File: src/rtl/sap1_pkg.sv
// Shared constants for the SAP-1 control sequencer: opcodes, one-hot T-states and control-word layout.
package sap1_pkg;

    localparam logic [3:0] OP_LDA = 4'h0;
    localparam logic [3:0] OP_ADD = 4'h1;
    localparam logic [3:0] OP_SUB = 4'h2;
    localparam logic [3:0] OP_OUT = 4'hE;
    localparam logic [3:0] OP_HLT = 4'hF;

    typedef enum logic [5:0] {
        T1 = 6'b000001,
        T2 = 6'b000010,
        T3 = 6'b000100,
        T4 = 6'b001000,
        T5 = 6'b010000,
        T6 = 6'b100000
    } tstate_e;

    localparam int CTRL_WIDTH = 12;
    localparam int CW_PC_INC  = 0;
    localparam int CW_PC_OUT  = 1;
    localparam int CW_MAR_IN  = 2;
    localparam int CW_RAM_OUT = 3;
    localparam int CW_IR_IN   = 4;
    localparam int CW_IR_OUT  = 5;
    localparam int CW_A_IN    = 6;
    localparam int CW_A_OUT   = 7;
    localparam int CW_B_IN    = 8;
    localparam int CW_SUM_OUT = 9;
    localparam int CW_SUB     = 10;
    localparam int CW_OUT_IN  = 11;

endpackage

File: src/rtl/sap1_ring_counter.sv
// Six-state one-hot T-state ring: rotates each clock unless held; load_t1 forces an early return to T1.
module sap1_ring_counter
    import sap1_pkg::*;
(
    input  logic       clock,
    input  logic       reset,
    input  logic       hold,
    input  logic       load_t1,
    output logic [5:0] state
);

    tstate_e state_q;
    tstate_e state_d;

    always_comb begin
        state_d = state_q;
        if (load_t1) begin
            state_d = T1;
        end else if (!hold) begin
            state_d = tstate_e'({state_q[4:0], state_q[5]});
        end
    end

    always_ff @(posedge clock) begin
        if (reset) begin
            state_q <= T1;
        end else begin
            state_q <= state_d;
        end
    end

    assign state = state_q;

endmodule

File: src/rtl/sap1_control_sequencer.sv
// SAP-1 fetch/execute controller: decodes T-state and opcode into datapath enables, with run gate and HLT.
// Optional macro SAP1_VARIABLE_CYCLE_EN shortens LDA/OUT/NOP by returning to T1 early.
module sap1_control_sequencer
    import sap1_pkg::*;
#(
    parameter int OPCODE_WIDTH = 4
) (
    input  logic                    clock,
    input  logic                    reset,
    input  logic                    run,
    input  logic [OPCODE_WIDTH-1:0] opcode,
    output logic [5:0]              tstate,
    output logic                    pc_inc,
    output logic                    pc_out,
    output logic                    mar_in,
    output logic                    ram_out,
    output logic                    ir_in,
    output logic                    ir_out,
    output logic                    a_in,
    output logic                    a_out,
    output logic                    b_in,
    output logic                    sum_out,
    output logic                    sub,
    output logic                    out_in,
    output logic                    halted
);

    logic                  halted_q;
    logic                  advance;
    logic                  hlt_stop;
    logic                  hold;
    logic                  load_t1;
    logic                  is_lda, is_add, is_sub, is_out, is_hlt;
    logic [CTRL_WIDTH-1:0] ctrl;

    // Zero-extended compares make any nonzero upper opcode bit fall through to NOP.
    assign is_lda = (opcode == OPCODE_WIDTH'(OP_LDA));
    assign is_add = (opcode == OPCODE_WIDTH'(OP_ADD));
    assign is_sub = (opcode == OPCODE_WIDTH'(OP_SUB));
    assign is_out = (opcode == OPCODE_WIDTH'(OP_OUT));
    assign is_hlt = (opcode == OPCODE_WIDTH'(OP_HLT));

    assign advance  = run && !halted_q;
    assign hlt_stop = advance && (tstate == T4) && is_hlt;
    assign hold     = !advance || hlt_stop;

`ifdef SAP1_VARIABLE_CYCLE_EN
    assign load_t1 = advance &&
                     (((tstate == T5) && is_lda) ||
                      ((tstate == T4) && !(is_lda || is_add || is_sub || is_hlt)));
`else
    assign load_t1 = 1'b0;
`endif

    sap1_ring_counter u_ring (
        .clock   (clock),
        .reset   (reset),
        .hold    (hold),
        .load_t1 (load_t1),
        .state   (tstate)
    );

    always_ff @(posedge clock) begin
        if (reset) begin
            halted_q <= 1'b0;
        end else if (hlt_stop) begin
            halted_q <= 1'b1;
        end
    end

    always_comb begin
        ctrl = '0;
        if (!reset && advance) begin
            case (tstate)
                T1: begin
                    ctrl[CW_PC_OUT] = 1'b1;
                    ctrl[CW_MAR_IN] = 1'b1;
                end
                T2: ctrl[CW_PC_INC] = 1'b1;
                T3: begin
                    ctrl[CW_RAM_OUT] = 1'b1;
                    ctrl[CW_IR_IN]   = 1'b1;
                end
                T4: begin
                    if (is_lda || is_add || is_sub) begin
                        ctrl[CW_IR_OUT] = 1'b1;
                        ctrl[CW_MAR_IN] = 1'b1;
                    end else if (is_out) begin
                        ctrl[CW_A_OUT]  = 1'b1;
                        ctrl[CW_OUT_IN] = 1'b1;
                    end
                end
                T5: begin
                    if (is_lda) begin
                        ctrl[CW_RAM_OUT] = 1'b1;
                        ctrl[CW_A_IN]    = 1'b1;
                    end else if (is_add || is_sub) begin
                        ctrl[CW_RAM_OUT] = 1'b1;
                        ctrl[CW_B_IN]    = 1'b1;
                    end
                end
                T6: begin
                    if (is_add || is_sub) begin
                        ctrl[CW_SUM_OUT] = 1'b1;
                        ctrl[CW_A_IN]    = 1'b1;
                        ctrl[CW_SUB]     = is_sub;
                    end
                end
                default: ctrl = '0;
            endcase
        end
    end

    assign pc_inc  = ctrl[CW_PC_INC];
    assign pc_out  = ctrl[CW_PC_OUT];
    assign mar_in  = ctrl[CW_MAR_IN];
    assign ram_out = ctrl[CW_RAM_OUT];
    assign ir_in   = ctrl[CW_IR_IN];
    assign ir_out  = ctrl[CW_IR_OUT];
    assign a_in    = ctrl[CW_A_IN];
    assign a_out   = ctrl[CW_A_OUT];
    assign b_in    = ctrl[CW_B_IN];
    assign sum_out = ctrl[CW_SUM_OUT];
    assign sub     = ctrl[CW_SUB];
    assign out_in  = ctrl[CW_OUT_IN];
    assign halted  = halted_q;

    // Only one register may drive the shared bus in any cycle.
    bus_single_driver : assert property (@(posedge clock)
        $onehot0({pc_out, ram_out, ir_out, a_out, sum_out}));

endmodule

File: config.mk
export PLATFORM = sky130hd
export DESIGN_NAME = sap1_control_sequencer
export DESIGN_NICKNAME = d
export VERILOG_FILES = /design/src/rtl/sap1_pkg.sv /design/src/rtl/sap1_ring_counter.sv /design/src/rtl/sap1_control_sequencer.sv
export SDC_FILE = /design/constraint.sdc
export NUM_CORES = 1
export LEC_CHECK = 0
export ABC_CLOCK_PERIOD_IN_PS = 1700
export BUFFER_PORTS_ARGS = -buffer_cell sky130_fd_sc_hd__buf_2
export CAP_MARGIN = 15
export CORE_ASPECT_RATIO = 0.9
export CORE_MARGIN = 5
export CORE_UTILIZATION = 36
export CTS_CLUSTER_SIZE = 20
export DETAILED_ROUTE_END_ITERATION = 12
export GPL_TIMING_DRIVEN = 1
export PLACE_DENSITY = 0.78
export SLEW_MARGIN = 30
export SYNTH_ARGS = -nofsm -noshare
export SYNTH_HDL_FRONTEND = slang
export SYNTH_HIERARCHICAL = 1
export SYNTH_SLANG_ARGS = --single-unit
File: constraint.sdc
create_clock -name clock -period 1.7 [get_ports clock]
set_input_delay 0.255 -clock clock [delete_from_list [all_inputs] [get_ports clock]]
set_output_delay 0.255 -clock clock [all_outputs]
set_load 0.02 [all_outputs]
* Word-level counts from Yosys, hierarchy flattened
Cells that the tools add are included.
** Cells by class
- Reduce and logical (&&, ||, !) cells :: 12
- Muxes and demuxes :: 19
- Equality and inequality tests :: 10
** Operators by type and width (number)
- $mux 1 :: 13
- $mux 12 :: 1
- $eq 4x4->1 const B :: 2
- $eq 6x1->1 const B :: 1
- $eq 6x2->1 const B :: 1
- $eq 6x3->1 const B :: 1
- $eq 6x4->1 const B :: 1
- $eq 6x5->1 const B :: 1
- $eq 6x6->1 const B :: 1
- $pmux 1 s2 :: 3
- $eq 4x1->1 const B :: 1
- $eq 4x2->1 const B :: 1
- $logic_and 1x1->1 :: 4
- $logic_not 4->1 :: 1
- $logic_or 1x1->1 :: 4
- $mux 2 :: 2
- $logic_not 1->1 :: 3
** Storage, ports and cells
- Word-level logic and storage cells :: 43
- Register bits after elaboration :: 7
- Output and inout port bits :: 19
- Input bits :: 7

* Depth between registers and ports, before layout
- Depth in word-level cells :: 6
- Depth in mapped cells :: 6
- Gate-level depth less buffers :: 5

* Hierarchy
Netlist, hierarchy kept.
** Modules (own cells, without submodules)
- sap1_control_sequencer :: instances 1, area each 306.5 um^2, cells an instance 45
- sap1_ring_counter :: instances 1, area each 220.2 um^2, cells an instance 21

* Least setup slack after synthesis
Ideal clock, no wire load.
- Path kind :: reg-to-output
- Start :: reg u_ring.state_q[0] (netlist: u_ring/state[0])
- End :: out out_in
- Buffers on the path :: 1
- Required time :: 1.445 ns
- Stages on the path, launching flop included :: 5
- Arrival time :: 2.080 ns
- Slack :: -0.635 ns
- Path through :: dfxtp_1 > nor4_1 > nand4_1 > nor4_1 > buf_4
** On the way
- Cells in the longest elaborated chain, start to end :: 3
** Ends and longest elaborated chain
- start, declared :: line sap1_ring_counter.sv:12 : tstate_e state_q;
- start signal, assigned :: line sap1_ring_counter.sv:28 : state_q <= state_d;
- $eq 6x4->1 :: line sap1_control_sequencer.sv:74 : case (tstate)
- $mux 1 :: line sap1_control_sequencer.sv:74
- $mux 12 :: line sap1_control_sequencer.sv:73 : if (!reset && advance) begin
- end, declared :: line sap1_control_sequencer.sv:24 : output logic out_in,
No other way between the ends.

* Worst setup path after layout
- Start :: reg u_ring.state_q[3] (netlist: u_ring/state[3])
- End :: out pc_inc
** On the way
- Cells in the longest elaborated chain, start to end :: 3
** Ends and longest elaborated chain
- $eq 6x2->1 :: line sap1_control_sequencer.sv:74
- $mux 1 :: line sap1_control_sequencer.sv:74
- $mux 12 :: line sap1_control_sequencer.sv:73
- end, declared :: line sap1_control_sequencer.sv:13 : output logic pc_inc,
No other way between the ends.

==> results.md <==
- DRT antenna net count: 0
- Most frequent cells in the layout: buf_4, buf_2, buf_6
- Vias in the first global route: 698
- Startpoint Class: flip-flop
- Power per cell area: 406.0 nW/um2
- Tmin final: 1.998 ns
- Row cnt: 13
- Worst-case clock skew: 0.003691 ns
- Crit Reg-Reg Endpoint: u_ring/state[0]
- Commonest non-fill, non-tap cell in the layout: buf_4
- Average wire per standard cell: 14.94 um
- Reg2Reg Setup Slack: -0.07 ns
- Mapped cell area: 526.8 um2
- WS Path Type: reg -> out
- Final Hold Viols: 0
- Hold Slack: 0.3350 ns
- Leakage: 0.0004805 uW
- Largest net degree at the start of global routing: 8
- All-Layer GR Usage: 16.26%
- Reg2reg start: u_ring/state[1]
- Max Fclk: 0.5004 GHz
- Outcome: complete, but fails checks
- Num ports: 26
- Syn_nets: 73
- Synth Instances: 66
- Clk sinks: 7
- EDFF count, synth: 0
- Post-CTS Hold Buffers: 0
- Slew Limit Fails: 0
- Worst hold path class: in -> reg
- H-tree depth: 1
- Initial Util: 37.22%
- Top_reg_cell synth: dfxtp_1
- Critical path capture point: pc_inc
- Worst-Skew Late Latency: 0.24 ns
- # setup viols final: 17
- Crit-path cells: nor4b_4 -> or4b_4 -> nor3b_4 -> buf_6
- WP data arrival: 1.74 ns
- Nets: 117
- Initial DRC count: 2
- CP Capture Type: primary output
- Die W: 50.32 um
- Violations in the final reports: negative setup slack
- GP Congestion: 0.7697
- Syn avg cell area: 7.981 um2
- CTS Buf Count: 3
- Layout area overhead: 99.05%
- Area of the core: 1415 um2
- Routed wire length: 1852 um
- Period utilisation layout: 117.6%
- Detailed Place HPWL: 1295 um
- Worst Path Buf+Inv: 1
- Fin area: 1049 um2
- Layout cells sized above 1: 63.30%
- Clock-pin transition on the worst setup and hold timing paths: 0.05 ns
- Maxcap violations: 0
- Setup ws final: -0.2984 ns
- Number of synthesized register bits: 7
- First-pass GRT wire length: 2946 um
- RSZ-0062 raised after global routing: yes
- Levels on crit path: 4
- Die area: 2329 um2
- Slowest CP cell: or4b_4
- Netlist cell types: 29
- Iteration count of the initial detailed-routing pass: 4
- Vias per std cell: 5.282
- IR drop worst, VDD: 0.0003384 V
- Yosys warning total: 6
- Cell area after placement: 858.3 um2
- Ys async rst share: 0%
- Die Span Y: 46.29 um
- Port Buf Inserts: 25
- GRT overflow: 0
- Max Root-Sink Buffers: 2
- Register area share after synthesis: 26.60%
- Setup crit start: u_ring/state[3]
- Initial antenna violation count: 0
- Reg2reg path depth: 7
- CTS root buf: clkbuf_4
- Antenna fix cells: 0
- Crit-path max cell delay: 0.54 ns
- DRC violations left: 0
- Vias after detailed routing: 655
- CP delay by family, top: simple AND/OR/NAND/NOR gates
- CTS tree: done
- CP max FO: 3
- Worst Path Required: 1.44 ns
[layer usage]
| layer | vias up | routed length (um) | share of wire [%] | global-route usage [%] |
|---|---|---|---|---|
| li1 | 319 | - | - | - |
| met1 | 316 | 668 | 36 | 15.83 |
| met2 | 18 | 1083 | 58 | 33.33 |
| met3 | 2 | 93 | 5.0 | 2.265 |
| met4 | 0 | 6 | 0.32 | 8.163 |
| met5 | - | 0 | 0 | 0 |
[through the flow]
step | cells | total power (uW) | worst slack, ns | TNS [ns] | utilization (%)
finish | 124 | 425.7 | -0.2984 | -2.636 | 74.09
global route | 124 | 448.3 | -0.3423 | -4.025 | 74.09
CTS | 120 | 425.4 | -0.3011 | -1.908 | 68.88
detailed placement | 115 | 269.1 | -0.1001 | -0.1905 | 60.65
global placement | 115 | 267.8 | -0.09216 | -0.1657 | 60.65
floorplan | 66 | 234.4 | -0.09652 | -0.1393 | -
[tightest hold or removal path: stages]
cell and delay [ns]:
buf_2 0.13, nand3b_1 0.08, o22ai_1 0.06
[cell usage after synthesis, drive strengths merged (2+ instances only)]
cell     n  share of area (%)
buf      4                4.3
nand2b   3                3.6
dfxtp    7                 27
inv      2                1.4
nor2    10                7.1
nand4    2                2.4
nor3     4                3.8
nor2b    7                8.3
mux2i    5                9.5
nor4     2                2.4
nand2    3                2.1
[layout make-up]
cell class | count | area, um2
repair buffers | 43 | 349.1
flip-flops and latches | 7 | 148.9
clock buffers | 4 | 26.28
fillers | 108 | 366.6
inverters | 2 | 7.507
multi-input cells | 53 | 498.0
well taps | 15 | 18.77
[flip-flops by register name (all words and copies together) (netlist names)]
signal,count
u_ring/state,6
halted,1
[cell families after synthesis]
group	Yosys count	share of synthesized area (%)
flip-flops	7	26.60
AO/OA/AOI/OAI	7	12.12
buffers and inverters	6	5.701
other	1	0.7119
AND/OR/NAND/NOR	40	45.37
multiplexers	5	9.502
[power by group]
part	switching [uW]	internal (uW)	total [uW]
clock network	53.1	89.0	142
registers	3.10	166	169
logic	60.2	54.0	114
total	116	309	426
[timing repair]
action / CTS / global route
gates resized for setup: 25 / 9
setup endpoints to repair: 12 / 18
pin swaps: 9 / 4
setup buffers: 1 / 4
[worst min path at each step]
stage          start      to  slack, ns  cells past startpoint
3_5_place_dp     run  halted       0.58                      3
3_3_place_gp     run  halted       0.57                      3
6_report         run  halted       0.34                      3
4_1_cts          run  halted       0.33                      3
2_1_floorplan  reset  halted       0.35                      1
5_1_grt          run  halted       0.35                      3
No activity file was read; power rests on OpenSTA's default activity.
